**src/rtl/yc_pkg.sv**
```systemverilog
// Shared types and constants for the YC encoder configuration sequencer.
package yc_pkg;

  localparam logic [22:0] FSC_NTSC_HZ = 23'd3579545;
  localparam logic [22:0] FSC_PAL_HZ  = 23'd4433619;
  localparam int          DIV_ITERS   = 40;

  typedef enum logic [2:0] {IDLE, CHECK, DIVIDE, PENDING, APPLY} yc_state_e;

  typedef struct packed {
    logic        pal;
    logic [31:0] clk_hz;
    logic [6:0]  cb_start;
    logic [9:0]  cb_end;
    logic        immediate;
  } yc_cfg_t;

  // COLORBURST_RANGE layout: {start, NTSC end, PAL end}
  localparam int CB_START_MSB = 26;
  localparam int CB_START_LSB = 20;
  localparam int CB_NTSC_MSB  = 19;
  localparam int CB_NTSC_LSB  = 10;
  localparam int CB_PAL_MSB   = 9;
  localparam int CB_PAL_LSB   = 0;

  function automatic logic [22:0] fsc_hz(input logic pal);
    return pal ? FSC_PAL_HZ : FSC_NTSC_HZ;
  endfunction

endpackage

```
**src/rtl/yc_cfg_ctrl_if.sv**
```systemverilog
// Request channel into the configuration sequencer (valid/ready, payload latched on transfer).
interface yc_cfg_ctrl_if;
  import yc_pkg::*;

  logic        cfg_valid;
  logic        cfg_ready;
  logic        cfg_pal;
  logic [31:0] cfg_clk_hz;
  logic [6:0]  cfg_cb_start;
  logic [9:0]  cfg_cb_end;
  logic        cfg_immediate;

  modport master (
    output cfg_valid, cfg_pal, cfg_clk_hz, cfg_cb_start, cfg_cb_end, cfg_immediate,
    input  cfg_ready
  );

  modport slave (
    input  cfg_valid, cfg_pal, cfg_clk_hz, cfg_cb_start, cfg_cb_end, cfg_immediate,
    output cfg_ready
  );

endinterface

```
**src/rtl/yc_phase_div.sv**
```systemverilog
// Serial restoring divider: quotient = floor(dividend * 2^40 / divisor), one bit per cycle.
// done is high during the 40th iteration; quotient is final from the following cycle.
module yc_phase_div
  import yc_pkg::*;
(
  input  logic        clk,
  input  logic        rst_n,
  input  logic        start,
  input  logic [22:0] dividend,
  input  logic [31:0] divisor,
  output logic        done,
  output logic [39:0] quotient
);

  logic [31:0] rem_q, rem_d;
  logic [39:0] quo_q, quo_d;
  logic [5:0]  cnt_q, cnt_d;
  logic [32:0] rem2;
  logic [31:0] diff;

  always_comb begin
    rem_d = rem_q;
    quo_d = quo_q;
    cnt_d = cnt_q;
    rem2  = {rem_q, 1'b0};
    // rem < divisor holds throughout, so the true difference always fits 32 bits
    diff  = rem2[31:0] - divisor;
    if (start) begin
      rem_d = {9'd0, dividend};
      quo_d = '0;
      cnt_d = 6'(DIV_ITERS);
    end else if (cnt_q != 6'd0) begin
      if (rem2 >= {1'b0, divisor}) begin
        rem_d = diff;
        quo_d = {quo_q[38:0], 1'b1};
      end else begin
        rem_d = rem2[31:0];
        quo_d = {quo_q[38:0], 1'b0};
      end
      cnt_d = cnt_q - 6'd1;
    end
  end

  always_ff @(posedge clk) begin
    if (!rst_n) begin
      rem_q <= '0;
      quo_q <= '0;
      cnt_q <= '0;
    end else begin
      rem_q <= rem_d;
      quo_q <= quo_d;
      cnt_q <= cnt_d;
    end
  end

  assign done     = (cnt_q == 6'd1);
  assign quotient = quo_q;

endmodule

```
**src/rtl/yc_cfg_ctrl.sv**
```systemverilog
// Validates a video-standard request, computes the subcarrier phase increment and
// applies PHASE_INC/PAL_EN/COLORBURST_RANGE together on a vsync rising edge (or at once).
module yc_cfg_ctrl
  import yc_pkg::*;
#(
  parameter logic [39:0] PHASE_INC_RST = 40'd183251937962,
  parameter logic [26:0] CB_RANGE_RST  = {7'd40, 10'd240, 10'd240},
  parameter logic        PAL_EN_RST    = 1'b0
) (
  input  logic           clk,
  input  logic           reset_n,
  yc_cfg_ctrl_if.slave   cfg,
  input  logic           vsync,
  output logic [39:0]    PHASE_INC,
  output logic           PAL_EN,
  output logic [26:0]    COLORBURST_RANGE,
  output logic           busy,
  output logic           applied,
  output logic           err
);

  yc_state_e   state_q, state_d;
  yc_cfg_t     cfg_q, cfg_d;
  logic        vs_d_q;
  logic [39:0] phase_inc_q, phase_inc_d;
  logic        pal_en_q, pal_en_d;
  logic [26:0] cb_range_q, cb_range_d;
  logic        applied_q, applied_d;
  logic        err_q, err_d;

  logic [22:0] fsc;
  logic        clk_ok, cb_ok, vs_edge, div_start, div_done;
  logic [39:0] div_quo;

  assign fsc       = fsc_hz(cfg_q.pal);
  assign clk_ok    = {1'b0, cfg_q.clk_hz} >= ({10'd0, fsc} << 1);
  assign cb_ok     = {3'd0, cfg_q.cb_start} <= cfg_q.cb_end;
  assign vs_edge   = vsync && !vs_d_q;
  assign div_start = (state_q == CHECK) && clk_ok && cb_ok;

  yc_phase_div u_div (
    .clk      (clk),
    .rst_n    (reset_n),
    .start    (div_start),
    .dividend (fsc),
    .divisor  (cfg_q.clk_hz),
    .done     (div_done),
    .quotient (div_quo)
  );

  always_comb begin
    state_d     = state_q;
    cfg_d       = cfg_q;
    phase_inc_d = phase_inc_q;
    pal_en_d    = pal_en_q;
    cb_range_d  = cb_range_q;
    applied_d   = 1'b0;
    err_d       = 1'b0;
    case (state_q)
      IDLE: begin
        if (cfg.cfg_valid) begin
          cfg_d = '{pal:       cfg.cfg_pal,
                    clk_hz:    cfg.cfg_clk_hz,
                    cb_start:  cfg.cfg_cb_start,
                    cb_end:    cfg.cfg_cb_end,
                    immediate: cfg.cfg_immediate};
          state_d = CHECK;
        end
      end
      CHECK: begin
        if (clk_ok && cb_ok) begin
          state_d = DIVIDE;
        end else begin
          err_d   = 1'b1;
          state_d = IDLE;
        end
      end
      DIVIDE: begin
        if (div_done) state_d = PENDING;
      end
      PENDING: begin
        // Everything lands on one edge so the encoder never sees a mixed configuration
        if (cfg_q.immediate || vs_edge) begin
          phase_inc_d = div_quo;
          pal_en_d    = cfg_q.pal;
          cb_range_d[CB_START_MSB:CB_START_LSB] = cfg_q.cb_start;
          if (cfg_q.pal) cb_range_d[CB_PAL_MSB:CB_PAL_LSB]   = cfg_q.cb_end;
          else           cb_range_d[CB_NTSC_MSB:CB_NTSC_LSB] = cfg_q.cb_end;
          applied_d = 1'b1;
          state_d   = APPLY;
        end
      end
      APPLY:   state_d = IDLE;
      default: state_d = IDLE;
    endcase
  end

  always_ff @(posedge clk) begin
    if (!reset_n) begin
      state_q     <= IDLE;
      cfg_q       <= '0;
      vs_d_q      <= 1'b0;
      phase_inc_q <= PHASE_INC_RST;
      pal_en_q    <= PAL_EN_RST;
      cb_range_q  <= CB_RANGE_RST;
      applied_q   <= 1'b0;
      err_q       <= 1'b0;
    end else begin
      state_q     <= state_d;
      cfg_q       <= cfg_d;
      vs_d_q      <= vsync;
      phase_inc_q <= phase_inc_d;
      pal_en_q    <= pal_en_d;
      cb_range_q  <= cb_range_d;
      applied_q   <= applied_d;
      err_q       <= err_d;
    end
  end

  assign cfg.cfg_ready     = (state_q == IDLE);
  assign busy              = (state_q != IDLE);
  assign PHASE_INC         = phase_inc_q;
  assign PAL_EN            = pal_en_q;
  assign COLORBURST_RANGE  = cb_range_q;
  assign applied           = applied_q;
  assign err               = err_q;

endmodule
```
**src/flat_wrapper.sv**
```systemverilog
// flat-port wrapper written by rule: the top's interface ports become plain ports
module yc_cfg_ctrl_flat import yc_pkg::*;
#(
  parameter logic [39:0] PHASE_INC_RST = 40'd183251937962,
  parameter logic [26:0] CB_RANGE_RST  = {7'd40, 10'd240, 10'd240},
  parameter logic        PAL_EN_RST    = 1'b0
)
  (clk, reset_n, vsync, PHASE_INC, PAL_EN, COLORBURST_RANGE, busy, applied, err, cfg_cfg_valid, cfg_cfg_pal, cfg_cfg_clk_hz, cfg_cfg_cb_start, cfg_cfg_cb_end, cfg_cfg_immediate, cfg_cfg_ready);
  yc_cfg_ctrl_if cfg_i ();
  input  logic clk;
  input  logic reset_n;
  input  logic vsync;
  output logic [39:0] PHASE_INC;
  output logic PAL_EN;
  output logic [26:0] COLORBURST_RANGE;
  output logic busy;
  output logic applied;
  output logic err;
  input wire logic [$bits(cfg_i.cfg_valid)-1:0] cfg_cfg_valid;
  input wire logic [$bits(cfg_i.cfg_pal)-1:0] cfg_cfg_pal;
  input wire logic [$bits(cfg_i.cfg_clk_hz)-1:0] cfg_cfg_clk_hz;
  input wire logic [$bits(cfg_i.cfg_cb_start)-1:0] cfg_cfg_cb_start;
  input wire logic [$bits(cfg_i.cfg_cb_end)-1:0] cfg_cfg_cb_end;
  input wire logic [$bits(cfg_i.cfg_immediate)-1:0] cfg_cfg_immediate;
  output wire logic [$bits(cfg_i.cfg_ready)-1:0] cfg_cfg_ready;
  assign cfg_i.cfg_valid = cfg_cfg_valid;
  assign cfg_i.cfg_pal = cfg_cfg_pal;
  assign cfg_i.cfg_clk_hz = cfg_cfg_clk_hz;
  assign cfg_i.cfg_cb_start = cfg_cfg_cb_start;
  assign cfg_i.cfg_cb_end = cfg_cfg_cb_end;
  assign cfg_i.cfg_immediate = cfg_cfg_immediate;
  assign cfg_cfg_ready = cfg_i.cfg_ready;
  yc_cfg_ctrl #(.PHASE_INC_RST(PHASE_INC_RST), .CB_RANGE_RST(CB_RANGE_RST), .PAL_EN_RST(PAL_EN_RST)) u_core (.clk(clk), .reset_n(reset_n), .cfg(cfg_i), .vsync(vsync), .PHASE_INC(PHASE_INC), .PAL_EN(PAL_EN), .COLORBURST_RANGE(COLORBURST_RANGE), .busy(busy), .applied(applied), .err(err));
endmodule
```
**config.mk**
```make
export PLATFORM = sky130hd
export DESIGN_NAME = yc_cfg_ctrl_flat
export DESIGN_NICKNAME = d
export VERILOG_FILES = /design/src/rtl/yc_pkg.sv /design/src/rtl/yc_cfg_ctrl_if.sv /design/src/rtl/yc_phase_div.sv /design/src/rtl/yc_cfg_ctrl.sv /design/src/flat_wrapper.sv
export SDC_FILE = /design/constraint.sdc
export NUM_CORES = 1
export LEC_CHECK = 0
export ABC_AREA = 1
export BUFFER_PORTS_ARGS = -buffer_cell sky130_fd_sc_hd__buf_2
export CELL_PAD_IN_SITES_DETAIL_PLACEMENT = 0
export CELL_PAD_IN_SITES_GLOBAL_PLACEMENT = 2
export CORE_UTILIZATION = 34
export CTS_BUF_LIST = sky130_fd_sc_hd__clkbuf_2 sky130_fd_sc_hd__clkbuf_4 sky130_fd_sc_hd__clkbuf_8
export DETAILED_ROUTE_END_ITERATION = 8
export PLACE_DENSITY = 0.85
export SKIP_LAST_GASP = 1
export SLEW_MARGIN = 20
export SYNTH_ARGS = -nofsm -noshare
export SYNTH_HDL_FRONTEND = slang
export SYNTH_SLANG_ARGS = --single-unit
```
**constraint.sdc**
```tcl
create_clock -name clk -period 2.75 [get_ports clk]
set_clock_uncertainty 0.2 [all_clocks]
set_input_delay 0.275 -clock clk [delete_from_list [all_inputs] [get_ports clk]]
set_output_delay 0.275 -clock clk [all_outputs]
set_load 0.01 [all_outputs]
```
# ---- Word-level counts from Yosys, hierarchy flattened
# Cells that the tools add are included.
dict set report op_classes {
  n_addsub 2
  n_mul 0
  div_mod_pow 0
  n_lt_le_gt_ge 3
  n_eq_ne 7
  shift 0
  muxes 14
  bitwise_logic 2
  n_reduce_logical 18
}
# operator count
set op_table {}
lappend op_table {{$mux 23} 3}
lappend op_table {{$ge 33x32->1} 1}
lappend op_table {{$ge 32x24->1} 1}
lappend op_table {{$mux 32} 1}
lappend op_table {{$sub 32x32->32} 1}
lappend op_table {{$mux 6} 2}
lappend op_table {{$pmux 3 s4} 1}
lappend op_table {{$le 7x10->1} 1}
lappend op_table {{$mux 3} 3}
lappend op_table {{$reduce_and 3->1} 3}
lappend op_table {{$reduce_and 2->1} 4}
lappend op_table {{$eq 3x2->1 const B} 2}
lappend op_table {{$eq 6x1->1 const B} 1}
lappend op_table {{$reduce_bool 6->1} 1}
lappend op_table {{$sub 6x1->6 const B} 1}
lappend op_table {{$logic_and 1x1->1} 4}
lappend op_table {{$ne 2x1->1 const B} 2}
lappend op_table {{$eq 3x1->1 const B} 1}
lappend op_table {{$logic_not 3->1} 1}
lappend op_table {{$mux 1} 3}
lappend op_table {{$reduce_bool 3->1} 1}
lappend op_table {{$mux 2} 1}
lappend op_table {{$ne 2x2->1 const B} 1}
lappend op_table {{$not 1->1} 2}
lappend op_table {{4 further kinds} 4}
dict set report totals {
  regBits 203
  latch_bits 0
  ram_bits 0
  romBits 0
  in_bits 55
  out_inout_bits 72
  n_memories 0
}

# ---- Depth between registers and ports, before layout
# Gate-level depths: netlist of run 1.
dict set report logic_depth {
  ltp_word 5
  ltp_mapped 18
}

# ---- By module
# From an unflattened synthesis of run 1, not the netlist that was laid out.
dict set report unflattened {
  cells_unflattened 1497
  hier_area_um2 10516.3
}
# mod instances cells_per_inst area_per_inst_um2 seq_area_each_um2
set modules_own_cells {}
lappend modules_own_cells {yc_phase_div 1 874 5564.1 1561.5}
lappend modules_own_cells {yc_cfg_ctrl 1 623 4952.2 2502.4}

# ---- Worst setup path before layout of run 1
# No wires, ideal clock.
dict set report synth_timing {
  kind {flip-flop to flip-flop}
  startpoint {register u_core.cfg_q[50] (netlist name)}
  endpoint {register u_core.u_div.rem_q[1]}
  t_arrival_ns 1.974
  t_required_ns 2.418
  setup_slack_ns 0.444
  path_stages_with_launch 14
  synth_period_minus_slack_ns 2.306
  path_cell_list {dfxtp_1 inv_1 ha_1 nand4_1 a21o_1 nand2_1 nor2_1 nand2_1 nand3_2 nand2_1 inv_2 buf_4 nand3_1 a21oi_1}
}
dict set report synth_via {
  elab_chain_cells 5
  elab_cells_between_ends 6
}
# element line
set synth_lines {}
lappend synth_lines {{start, declared} yc_cfg_ctrl.sv:23} ;# yc_cfg_t cfg_q, cfg_d;
lappend synth_lines {{start signal, assigned} yc_cfg_ctrl.sv:110} ;# cfg_q <= cfg_d;
lappend synth_lines {{$mux 23 *} yc_pkg.sv:27} ;# return pal ? FSC_PAL_HZ : FSC_NTSC_HZ;
lappend synth_lines {{$ge 32x24->1} yc_cfg_ctrl.sv:36} ;# assign clk_ok = {1'b0, cfg_q.clk_hz} >= ({10'd0, fsc} << 1);
lappend synth_lines {{$logic_and 1x1->1 (2 in series)} yc_cfg_ctrl.sv:39} ;# assign div_start = (state_q == CHECK) && clk_ok && cb_ok;
lappend synth_lines {{$mux 23 / $reduce_bool 2->1 (equally long branches)} -}
lappend synth_lines {{end signal, assigned} yc_phase_div.sv:50} ;# rem_q <= rem_d;
lappend synth_lines {{end, declared} yc_phase_div.sv:15} ;# logic [31:0] rem_q, rem_d;
# Every way passes the cells marked *; elsewhere a longest branch is shown, timed or not.
# A chain may end at the register's enable or synchronous reset.

# ---- Worst setup path in the final report of run 1
dict set report layout_timing {
  startpoint {register u_core.cfg_q[50] (netlist name)}
  endpoint {register u_core.u_div.rem_q[19]}
}
dict set report layout_via {
  elab_chain_cells 5
  elab_cells_between_ends 6
}
# element line
set layout_lines {}
lappend layout_lines {{$mux 23 *} yc_pkg.sv:27}
lappend layout_lines {{$ge 32x24->1 *} yc_cfg_ctrl.sv:36}
lappend layout_lines {{$logic_and 1x1->1 * (2 in series)} yc_cfg_ctrl.sv:39}
lappend layout_lines {{$mux 23 / $reduce_bool 2->1 (equally long branches)} -}
# Marks and branches as above.

==> results.txt, run 1 <==
----------------------------------------------------
[Worst hold path]
  Type of the most critical hold path ... input port to flop

[Synth]
  Proportion of synthesized area in mux cells ... 0%
  Total number of yosys warnings ... 0
  Fraction of post-synthesis cell area in the top cell type by area ... 38.7%
  Fraction of the mapped netlist area in simple logic gates ... 25.5%
  Area fraction in compound gates after synthesis ... 17.7%
  Post-synthesis instance area ... 10500 um2
  Adder-cell area share of the yosys netlist ... 6.51%
  Synthesized flop and latch total ... 203
  Number of nets produced by synthesis ... 1610
  Count of mapped cells out of synthesis ... 1501
  Top cell type by total area after synthesis ... sky130_fd_sc_hd__dfxtp_1
  Area share of xor/xnor cells in the synthesized design ... 1.42%
  Average cell area after synthesis ... 7.00 um2
  Count of unique library cells instantiated by Yosys ... 40
  Cell types occupying the most area after synthesis ... sky130_fd_sc_hd__dfxtp_1, sky130_fd_sc_hd__nand2_1, sky130_fd_sc_hd__inv_1
  Dominant combinational cell family by area after synthesis ... simple AND/OR/NAND/NOR gates
  Fraction of the yosys area taken by sequential cells ... 38.7%

[Global route]
  Met2 usage in global routing ... 32.7%
  Total Routing Usage GR ... 20.9%
  Final global-route overflow total ... 0
  Initial antenna violation count ... 0
  Number of global-route vias before repair ... 9718
  Met1 track utilization from global routing ... 30.0%
  Met3 capacity usage during global routing ... 3.02%
  Maximum number of pins on one net before global-route repair ... 101
  Global-route wire length before repair ... 52.0 mm
  Most Crowded Layer GR ... met2

[Placement]
  Port Buffers ... 126
  Post-detailed-placement half-perimeter wirelength ... 24.3 mm
  Final GP Congestion ... 0.901

[Power]
  Power density over the cells ... 1310 nW/um2
  Final total power ... 17200 uW
  VDD IR-drop max ... 0.000558 V
  Leakage power total ... 0.00630 uW

[Floorplan]
  Area of the core ... 30000 um2
  Die W ... 178 um
  Height of the chip ... 178 um
  Top-Level Pins ... 127
  Standard-cell row count ... 63
  Initial Utilization ... 35.0%
  Full die area ... 31600 um2

[Setup path]
  Cell-by-cell trace of the critical path ... buf_4, ha_1, nand4_1, nor2_1, nand2_1, nand2_1, nand2_1, nand2_2, nand3_4, nand2_4, buf_16, a21oi_1, nand2_1, inv_1
  Worst-case reg-to-reg path depth ... 14
  Worst Setup SP ... u_core.cfg_q[50]$_SDFFE_PN0P_
  Critical path depth ... 14
  Largest stage delay on the critical path ... 0.32 ns
  Most frequent cell on the critical path ... sky130_fd_sc_hd__nand2_1
  Setup slack on the worst flop-to-flop path ... 0.13 ns
  Largest delay share family, worst path ... simple AND/OR/NAND/NOR gates
  Largest driver fanout on the critical path ... 47
  Crit path required time ... 2.96 ns
  Bufs and invs on worst path ... 3
  Cell with the largest stage delay on the worst path ... sky130_fd_sc_hd__dfxtp_1
  Worst reg2reg endpoint ... u_core.u_div.rem_q[19]$_SDFFE_PN0P_
  Startpoint of the lowest-slack register-to-register path ... u_core.cfg_q[50]$_SDFFE_PN0P_
  Critical path arrival ... 2.82 ns
  Capturing instance or port of the critical path ... u_core.u_div.rem_q[19]$_SDFFE_PN0P_
  Crit path capture type ... flop
  WS Path Type ... flop to flop
  Critical Path Start Type ... flop

[Layout]
  Leading cell type in the layout, fill and taps excluded ... sky130_fd_sc_hd__nand2_1
  Number of filler instances in the final layout ... 3139
  Antenna diode count ... 0
  Final nets ... 1819
  Fraction of final layout cells sized beyond drive strength 1 ... 16.0%
  Leading cell types in the layout, fill and taps excluded ... sky130_fd_sc_hd__nand2_1, sky130_fd_sc_hd__dfxtp_1, sky130_fd_sc_hd__inv_1
  Area occupied by multi-input gates ... 5440 um2
  P&R area growth vs syn ... 25.3%
  Area taken by flip-flops and latches ... 4060 um2
  Post-layout util ... 43.8%

[Drt]
  Post-route ant nets ... 0
  Drt first pass iters ... 7
  Sum of routed wire length over all layers ... 33.1 mm
  DR DRC count ... 0
  DR WL/cell ... 15.6 um
  Post-DR vias/cell ... 4.82
  Vias post-DR ... 10200
  Number of design-rule violations left by the first detailed-router iteration ... 553

[Clocking]
  Clock Tree Buf Depth ... 3
  Root Buffer Master ... sky130_fd_sc_hd__clkbuf_8
  TritonCTS clock tree ... done
  Number of H-tree levels ... 2
  Clock latency of the later-clocked register in the worst-skew pair ... 0.51 ns
  CTS clock-pin slew for the worst setup and hold paths ... 0.06 ns
  Number of clock sinks seen by CTS ... 203
  Number of CTS-inserted buffers ... 35

[Run]
  Max-cap check violation count ... 0

[STA]
  Min Clock Period, post-route ... 2.62 ns
  Hold Violations, Final ... 0
  Part of the cycle the worst path needs ... 95.1%
  Slew HR ... 60.8%
  Count of pins over their slew limit ... 0
  Setup repair after global routing missed its margin ... yes
  Finish-stage setup viols ... 0
  Measured slew at the worst slew-check pin ... 0.584 ns
  Max Clk Rate ... 382 MHz

[Status]
  Outcome ... complete, no violations

----------------------------------------------------
worst min-delay path by stage:
stage	startpoint	to	slack (ns)	cells after the start
floorplan	vsync	u_core.vs_d_q$_SDFF_PN0_	0.17	2
global placement	u_core.u_div.quotient[39]$_SDFFE_PP0N_	u_core.u_div.quotient[39]$_SDFFE_PP0N_	0.25	2
detailed placement	u_core.u_div.quotient[0]$_SDFFE_PP0N_	u_core.u_div.quotient[0]$_SDFFE_PP0N_	0.26	2
CTS	cfg_cfg_clk_hz[13]	u_core.cfg_q[31]$_SDFFE_PN0P_	0.003	3
global route	cfg_cfg_clk_hz[13]	u_core.cfg_q[31]$_SDFFE_PN0P_	0.03	3
finish	cfg_cfg_clk_hz[31]	u_core.cfg_q[49]$_SDFFE_PN0P_	0.05	4
worst min-delay path, cell delays in order:
cell                      delay [ns]
sky130_fd_sc_hd__buf_2          0.07
sky130_fd_sc_hd__o21ai_0        0.08
sky130_fd_sc_hd__buf_4          0.17
sky130_fd_sc_hd__a21oi_1        0.11
cell families after synthesis:
group | after synthesis
AO/OA/AOI/OAI | 329
AND/OR/NAND/NOR | 634
XOR/XNOR | 17
buffers and inverters | 264
adder cells (fa/ha/maj) | 54
flip-flops | 203
cell usage after synthesis:
library cell,n
sky130_fd_sc_hd__dfxtp_1,203
sky130_fd_sc_hd__fa_1,1
sky130_fd_sc_hd__nand3_2,2
sky130_fd_sc_hd__a211oi_2,2
sky130_fd_sc_hd__nand3_1,77
sky130_fd_sc_hd__xnor2_1,8
sky130_fd_sc_hd__nor4_1,1
sky130_fd_sc_hd__nor2_1,168
sky130_fd_sc_hd__a21o_1,5
sky130_fd_sc_hd__and2_1,1
sky130_fd_sc_hd__buf_1,1
sky130_fd_sc_hd__buf_2,7
sky130_fd_sc_hd__nand2_2,4
sky130_fd_sc_hd__nand4_1,16
sky130_fd_sc_hd__buf_6,7
sky130_fd_sc_hd__or2_0,1
sky130_fd_sc_hd__nor2_2,5
sky130_fd_sc_hd__o211ai_1,27
sky130_fd_sc_hd__nand2_4,1
sky130_fd_sc_hd__xor2_1,9
sky130_fd_sc_hd__inv_2,5
sky130_fd_sc_hd__clkinv_1,3
sky130_fd_sc_hd__nand3b_1,16
sky130_fd_sc_hd__clkbuf_1,49
sky130_fd_sc_hd__ha_1,53
sky130_fd_sc_hd__nor3_1,10
sky130_fd_sc_hd__nand2b_1,1
sky130_fd_sc_hd__a31oi_1,4
sky130_fd_sc_hd__o21ai_0,112
sky130_fd_sc_hd__nor3_2,2
sky130_fd_sc_hd__buf_4,3
sky130_fd_sc_hd__o21bai_1,7
sky130_fd_sc_hd__a21oi_1,132
sky130_fd_sc_hd__o21ai_1,1
sky130_fd_sc_hd__nor2_4,2
sky130_fd_sc_hd__a31o_2,1
sky130_fd_sc_hd__nor3b_2,1
sky130_fd_sc_hd__inv_1,189
sky130_fd_sc_hd__a211oi_1,38
sky130_fd_sc_hd__nand2_1,326
per-layer routing:
metal | up-vias | share of wire (%)
met4 | 0 | 1.6
met1 | 4671 | 51
met3 | 36 | 4.1
met5 | - | 0
li1 | 5309 | -
met2 | 217 | 43
registers in the layout, summed over array words and instances, names as in the netlist:
signal and flops:
u_core.applied 1, u_core.u_div.cnt_q 6, u_core.COLORBURST_RANGE 27, u_core.state_q 3
u_core.vs_d_q 1, u_core.u_div.quotient 40, u_core.cfg_q 51, u_core.PHASE_INC 40
u_core.err 1, u_core.u_div.rem_q 32, u_core.PAL_EN 1
metrics by stage:
step / setup WS, ns / cell area, um2 / TNS [ns] / hold slack, ns / cells
floorplan: 0.444 / 10500 / 0 / 0.168 / 1501
global placement: -0.0825 / 11800 / -0.366 / 0.252 / 2001
detailed placement: -0.0552 / 11800 / -0.302 / 0.255 / 2001
CTS: 0.0397 / 13100 / 0 / 0.00346 / 2119
global route: -0.0239 / 13200 / -0.0429 / 0.0252 / 2121
finish: 0.134 / 13200 / 0 / 0.0509 / 2121
area by class of cell:
cell class / count / area share [%]
multi-input combinational: 1034 / 41.4
tap: 390 / 3.71
sequential: 203 / 30.9
clock inverter: 5 / 0.238
clock buffer: 53 / 5.02
inverter: 197 / 5.67
timing repair buffer: 238 / 13.0
timing repair inverter: 1 / 0.0571
where the power goes:
group	switching [uW]	leakage (uW)	total [uW]	internal [uW]
clock	1220	0.000369	2750	1530
sequential	484	0.00166	4250	3760
combinational	6470	0.00427	10200	3730
timing repair:
item                                    in CTS  in global routing
gates resized for setup                      6                 16
hold buffers                                59                  0
pin swaps                                    0                  1
endpoints found under the setup margin      13                 74
buffers inserted                             0                  2
hold endpoints to repair                    56                  0
gates cloned                                 1                  0
No activity file was read; power rests on OpenSTA's default activity.
==> run 2: changes to the inputs <==
Settings changed: GPL_TIMING_DRIVEN set to 0.
==> run 2 against run 1 <==
Against the previous run:
- fmax down 0.72%
- design area up 0.14%
- first-iteration DRC count down 0.36%
- largest cell class unchanged
==> results.txt, run 2 (same netlist as run 1, synthesis figures left out) <==
----------------------------------------------------
[Power]
  Leakage power total ... 0.00623 uW
  Net load switching power ... 8310 uW
  Clock share of power ... 16.3%
  Power density over the cells ... 1300 nW/um2
  Internal cell power ... 8800 uW
  Combinational Power Share ... 58.8%
  Register share of total power ... 24.9%
  Net switching fraction of the power ... 48.6%
  VDD IR-drop max ... 0.000569 V

[Drt]
  DR WL/cell ... 16.6 um
  Post-DR vias/cell ... 4.89
  Sum of routed wire length over all layers ... 35.5 mm
  Number of design-rule violations left by the first detailed-router iteration ... 551
  Drt first pass iters ... 5
  Post-route ant nets ... 0
  DR DRC count ... 0
  Vias post-DR ... 10400

[Layout]
  Register bank with the most flops ... u_core.cfg_q
  Count of non-filler cells in the finished layout ... 2137
  Fraction of final layout cells sized beyond drive strength 1 ... 15.5%
  P&R area growth vs syn ... 25.5%
  Leading cell type in the layout, fill and taps excluded ... sky130_fd_sc_hd__nand2_1
  Antenna diode count ... 0
  Final nets ... 1835
  Number of filler instances in the final layout ... 3218
  Largest register FFs ... 51
  Leading cell types in the layout, fill and taps excluded ... sky130_fd_sc_hd__nand2_1, sky130_fd_sc_hd__dfxtp_1, sky130_fd_sc_hd__inv_1

[Floorplan]
  Top-Level Pins ... 127
  Standard-cell row count ... 63
  Die W ... 178 um
  Full die area ... 31600 um2
  Initial Utilization ... 35.0%
  Area of the core ... 30000 um2
  Height of the chip ... 178 um

[Clocking]
  Number of CTS-inserted buffers ... 35
  CTS clock-pin slew for the worst setup and hold paths ... 0.06 ns
  Root Buffer Master ... sky130_fd_sc_hd__clkbuf_8
  Clock latency of the later-clocked register in the worst-skew pair ... 0.52 ns
  Clock Tree Buf Depth ... 3
  Number of clock sinks seen by CTS ... 203
  Number of H-tree levels ... 2
  TritonCTS clock tree ... done

[STA]
  Hold Violations, Final ... 0
  Count of pins over their slew limit ... 0
  Slew HR ... 46.3%
  Part of the cycle the worst path needs ... 95.8%
  Measured slew at the worst slew-check pin ... 0.805 ns
  Worst hold slack after final layout ... 0.0471 ns
  Min Clock Period, post-route ... 2.63 ns
  Setup repair after global routing missed its margin ... yes
  Finish-stage setup viols ... 0
  Max Clk Rate ... 380 MHz

[Run]
  Max-cap check violation count ... 0

[Setup path]
  Cell with the largest stage delay on the worst path ... sky130_fd_sc_hd__dfxtp_1
  Crit path required time ... 2.94 ns
  Crit path capture type ... flop
  Largest delay share family, worst path ... simple AND/OR/NAND/NOR gates
  Critical Path Start Type ... flop
  Largest stage delay on the critical path ... 0.38 ns
  Most frequent cell on the critical path ... sky130_fd_sc_hd__nand2_1
  WS Path Type ... flop to flop
  Bufs and invs on worst path ... 2
  Critical path arrival ... 2.82 ns
  Largest driver fanout on the critical path ... 10
  Cell-by-cell trace of the critical path ... inv_1, ha_1, ha_2, nand2_1, nor2_1, nand3_1, nor3b_4, nor2_4, nand2_4, buf_6, nand2_1, o21ai_0, a21oi_1

[Worst hold path]
  Type of the most critical hold path ... input port to flop

[Placement]
  Post-detailed-placement half-perimeter wirelength ... 27.2 mm
  Port Buffers ... 125
  Inst Count DP ... 2016
  Final GP Congestion ... 0.889

[Global route]
  Total Routing Usage GR ... 22.6%
  Maximum number of pins on one net before global-route repair ... 11
  Final global-route overflow total ... 0
  Global-route wire length before repair ... 55.2 mm
  Number of global-route vias before repair ... 9937
  Initial antenna violation count ... 0

[Status]
  Outcome ... complete, no violations

----------------------------------------------------
==> run 2: tightest hold or removal path, cell delays in order <==
cell,delay (ns)
sky130_fd_sc_hd__clkbuf_1,0.23
sky130_fd_sc_hd__nand3_1,0.16
sky130_fd_sc_hd__a21oi_1,0.06
==> run 2: path summary, 6_finish.rpt <==
kind              cells after the start                                     end                                   start  slack [ns]
setup / recovery                     13     u_core.u_div.rem_q[31]$_SDFFE_PP0N_           u_core.cfg_q[19]$_SDFFE_PN0P_        0.12
hold / removal                        3            u_core.cfg_q[1]$_SDFFE_PN0P_                           cfg_cfg_valid        0.05
setup reg to reg                     13     u_core.u_div.rem_q[31]$_SDFFE_PP0N_           u_core.cfg_q[19]$_SDFFE_PN0P_        0.12
hold reg to reg                       2  u_core.u_div.quotient[39]$_SDFFE_PP0N_  u_core.u_div.quotient[39]$_SDFFE_PP0N_        0.26
==> run 2: what timing repair did <==
| action | CTS | global route |
|---|---|---|
| hold endpoints to repair | 55 | 0 |
| pin swaps | 0 | 1 |
| hold buffers | 54 | 0 |
| resized for setup | 9 | 45 |
| endpoints found under the setup margin | 79 | 73 |
| setup buffers | 5 | 4 |
==> run 2: area by class of cell <==
type                    instances  area (um2)  share of cell area (%)
multi-input cells            1034        5600                    42.5
flip-flops and latches        203        4070                    30.9
repair buffers                188        1240                    9.39
inverters                     197         746                    5.66
clock buffers                  55         682                    5.18
well taps                     390         488                    3.70
plain buffers                  67         338                    2.56
clock inverters                 3        22.5                   0.171
==> run 2: power by group through the flow <==
stage | Sequential, uW | Clock, uW | Combinational [uW]
after floorplan | 4200 | 0 | 6750
after global placement | 4300 | 0 | 9390
after detailed placement | 4310 | 0 | 9440
after CTS | 4240 | 2870 | 9640
after global routing | 4360 | 2990 | 11300
final | 4270 | 2790 | 10100
==> run 2: layer usage <==
| layer | global-route usage [%] | share of wire (%) | up-vias |
|---|---|---|---|
| met2 | 36.1 | 44 | 192 |
| li1 | - | - | 5349 |
| met5 | 0 | 0 | - |
| met3 | 2.87 | 4.0 | 31 |
| met4 | 4.24 | 1.3 | 0 |
| met1 | 32.4 | 51 | 4874 |
==> run 2: metrics by stage <==
step	power, uW	cell area (um2)	setup slack (ns)	util (%)	TNS (ns)
floorplan	11000	10500	0.444	-	0
global route	18700	13200	-0.0123	43.9	-0.0208
detailed placement	13700	11600	-0.661	38.7	-46.00
global placement	13700	11600	-0.640	38.7	-43.80
CTS	16700	12900	0.00443	43.0	0
finish	17100	13200	0.116	43.9	0
==> run 3: changes to the inputs <==
==> constraint.sdc (replaced) <==
create_clock -name clk -period 2.5 [get_ports clk]
set_clock_uncertainty 0.2 [all_clocks]
set_input_delay 0.375 -clock clk [delete_from_list [all_inputs] [get_ports clk]]
set_output_delay 0.375 -clock clk [all_outputs]
set_load 0.01 [all_outputs]
==> run 3 against run 2 <==
Against the previous run:
- sequential cell count did not move
- fmax up 3.9%
- die area did not move
- critical path depth up 3
- core utilization increased by 2.4 points
- clock power grew 10%
- design area increased by 5.5%
- the flow now finishes with violations (negative setup slack)
- total power is 20% higher
- sequential power up 12%
- routed wire length increased by 1.7%
- critical path type unchanged
- highest routed layer unchanged
- combinational power up 25%
- worst setup slack worse by 0.15 ns
==> results.txt, run 3 (same netlist as run 1, synthesis figures left out) <==
----------------------------------------------------
[Status]
  Outcome ... complete, but fails checks
  Violations in the final reports ... negative setup slack

[Placement]
  Port Buffers ... 125
  Post-placement cell area ... 11600 um2
  Final GP Congestion ... 0.889
  Post-detailed-placement half-perimeter wirelength ... 27.2 mm

[Setup path]
  Largest stage delay on the critical path ... 0.36 ns
  Largest driver fanout on the critical path ... 10
  Critical Path Start Type ... flop
  WS Path Type ... flop to flop
  Crit path required time ... 2.67 ns
  Critical path arrival ... 2.71 ns
  Cell with the largest stage delay on the worst path ... sky130_fd_sc_hd__dfxtp_4
  Cell-by-cell trace of the critical path ... clkinvlp_4, buf_6, ha_4, nand2_2, nor2_1, nor2_1, nand2_1, nand2_1, nand2_2, nand2_2, nand2_4, nand3_4, nand2_4, buf_12, buf_8, a211oi_1
  Most frequent cell on the critical path ... sky130_fd_sc_hd__nand2_2
  Worst-case reg-to-reg path depth ... 16
  Crit path capture type ... flop

[Global route]
  Final global-route overflow total ... 0
  Initial antenna violation count ... 1
  Met2 usage in global routing ... 35.9%
  Met3 capacity usage during global routing ... 3.00%
  Met1 track utilization from global routing ... 32.8%
  Maximum number of pins on one net before global-route repair ... 11
  Global-route wire length before repair ... 55.6 mm
  Number of global-route vias before repair ... 9995
  Most Crowded Layer GR ... met2
  Total Routing Usage GR ... 22.7%

[Drt]
  Vias post-DR ... 10500
  Post-DR vias/cell ... 4.90
  Drt first pass iters ... 5
  DR DRC count ... 0
  Number of design-rule violations left by the first detailed-router iteration ... 609
  DR WL/cell ... 16.8 um
  Sum of routed wire length over all layers ... 36.1 mm
  Post-route ant nets ... 0

[STA]
  Measured slew at the worst slew-check pin ... 0.781 ns
  Sum Neg Setup Slack ... -0.338 ns
  Count of pins over their slew limit ... 0
  Max Clk Rate ... 394 MHz
  Hold Violations, Final ... 0
  Worst hold slack after final layout ... 0.0210 ns
  Part of the cycle the worst path needs ... 101%
  Worst-case setup margin in the final layout ... -0.0358 ns
  Finish-stage setup viols ... 22
  Slew HR ... 47.9%
  Setup repair after global routing missed its margin ... yes
  Min Clock Period, post-route ... 2.54 ns

[Power]
  Power density over the cells ... 1470 nW/um2
  VDD IR-drop max ... 0.000677 V
  Leakage power total ... 0.00639 uW

[Worst hold path]
  Depth of the worst hold-timing path ... 3
  Type of the most critical hold path ... input port to flop

[Layout]
  Post-layout util ... 46.3%
  Number of filler instances in the final layout ... 3149
  Final instance area ... 13900 um2
  Fraction of final layout cells sized beyond drive strength 1 ... 22.5%
  Leading cell types in the layout, fill and taps excluded ... sky130_fd_sc_hd__nand2_1, sky130_fd_sc_hd__dfxtp_1, sky130_fd_sc_hd__inv_1
  Leading cell type in the layout, fill and taps excluded ... sky130_fd_sc_hd__nand2_1
  Largest register FFs ... 51
  Final nets ... 1842
  P&R area growth vs syn ... 32.4%
  Register bank with the most flops ... u_core.cfg_q

[Clocking]
  Number of CTS-inserted buffers ... 35
  Clock Tree Buf Depth ... 3
  Number of clock sinks seen by CTS ... 203
  Root Buffer Master ... sky130_fd_sc_hd__clkbuf_8
  TritonCTS clock tree ... done
  Clock latency of the later-clocked register in the worst-skew pair ... 0.52 ns
  CTS clock-pin slew for the worst setup and hold paths ... 0.06 ns
  Number of H-tree levels ... 2

[Run]
  Max-cap check violation count ... 0

[Floorplan]
  Full die area ... 31600 um2
  Height of the chip ... 178 um
  Initial Utilization ... 35.0%
  Die W ... 178 um
  Standard-cell row count ... 63
  Top-Level Pins ... 127
  Area of the core ... 30000 um2

----------------------------------------------------
[run 3: changes by cell type in the layout (fill, tap and decap cells not counted), moves of 11 or more]
cell                       delta
sky130_fd_sc_hd__ha_4        +26
sky130_fd_sc_hd__ha_1        -21
sky130_fd_sc_hd__a211oi_1    -14
sky130_fd_sc_hd__a211oi_2    +14
sky130_fd_sc_hd__o21ai_0     -14
sky130_fd_sc_hd__nand2_1     -13
sky130_fd_sc_hd__buf_4       +12
sky130_fd_sc_hd__dfxtp_1     -11
sky130_fd_sc_hd__nor2_1      -11
[run 3: what timing repair did]
item	in CTS	in global routing
hold endpoints to repair	45	0
endpoints found under the setup margin	80	111
pin swaps	12	26
cloned	1	1
buffers inserted	13	10
resized for setup	97	130
hold buffers	45	0
[run 3: metal layers]
| layer | share of wire, % | vias to the layer above |
|---|---|---|
| met1 | 50 | 4900 |
| met2 | 44 | 214 |
| met5 | 0 | - |
| li1 | - | 5361 |
| met4 | 1.4 | 0 |
| met3 | 4.5 | 37 |
[run 3: area by class of cell]
type | count | area [um2] | share of cell area, %
diodes | 1 | 2.50 | 0.0180
well taps | 390 | 488 | 3.51
flip-flops and latches | 203 | 4080 | 29.4
multi-input cells | 1034 | 6170 | 44.4
plain buffers | 67 | 397 | 2.85
repair buffers | 195 | 1310 | 9.41
clock buffers | 55 | 682 | 4.90
inverters | 197 | 751 | 5.40
clock inverters | 3 | 22.5 | 0.162
[run 3: power breakdown]
part           leakage, uW  switching, uW  internal, uW
clock             0.000377           1340          1730
combinational      0.00435           7870          4760
sequential         0.00167            637          4160
[run 3: final timing paths]
| kind | start | endpoint | slack [ns] |
|---|---|---|---|
| min | cfg_cfg_clk_hz[23] | u_core.cfg_q[41]$_SDFFE_PN0P_ | 0.02 |
| max | u_core.cfg_q[50]$_SDFFE_PN0P_ | u_core.u_div.quotient[17]$_SDFFE_PP0N_ | -0.04 |
| max reg2reg | u_core.cfg_q[50]$_SDFFE_PN0P_ | u_core.u_div.quotient[17]$_SDFFE_PP0N_ | -0.04 |
| min reg2reg | u_core.u_div.quotient[39]$_SDFFE_PP0N_ | u_core.u_div.quotient[39]$_SDFFE_PP0N_ | 0.26 |
[run 3: metrics by stage]
step | instances | worst slack [ns] | power, uW
floorplan | 1501 | 0.194 | 12000
global placement | 2016 | -0.890 | 15100
detailed placement | 2016 | -0.911 | 15100
CTS | 2133 | -0.0131 | 19400
global route | 2145 | -0.132 | 22200
finish | 2145 | -0.0358 | 20500
[run 3: critical path: cells and delay by family (launching register included)]
family                   cells  cell delay [ns]
AND/OR/NAND/NOR             10             0.98
adder cells (fa/ha/maj)      1             0.26
AO/OA/AOI/OAI                1             0.05
buffers and inverters        4             0.54
flip-flops                   1             0.36
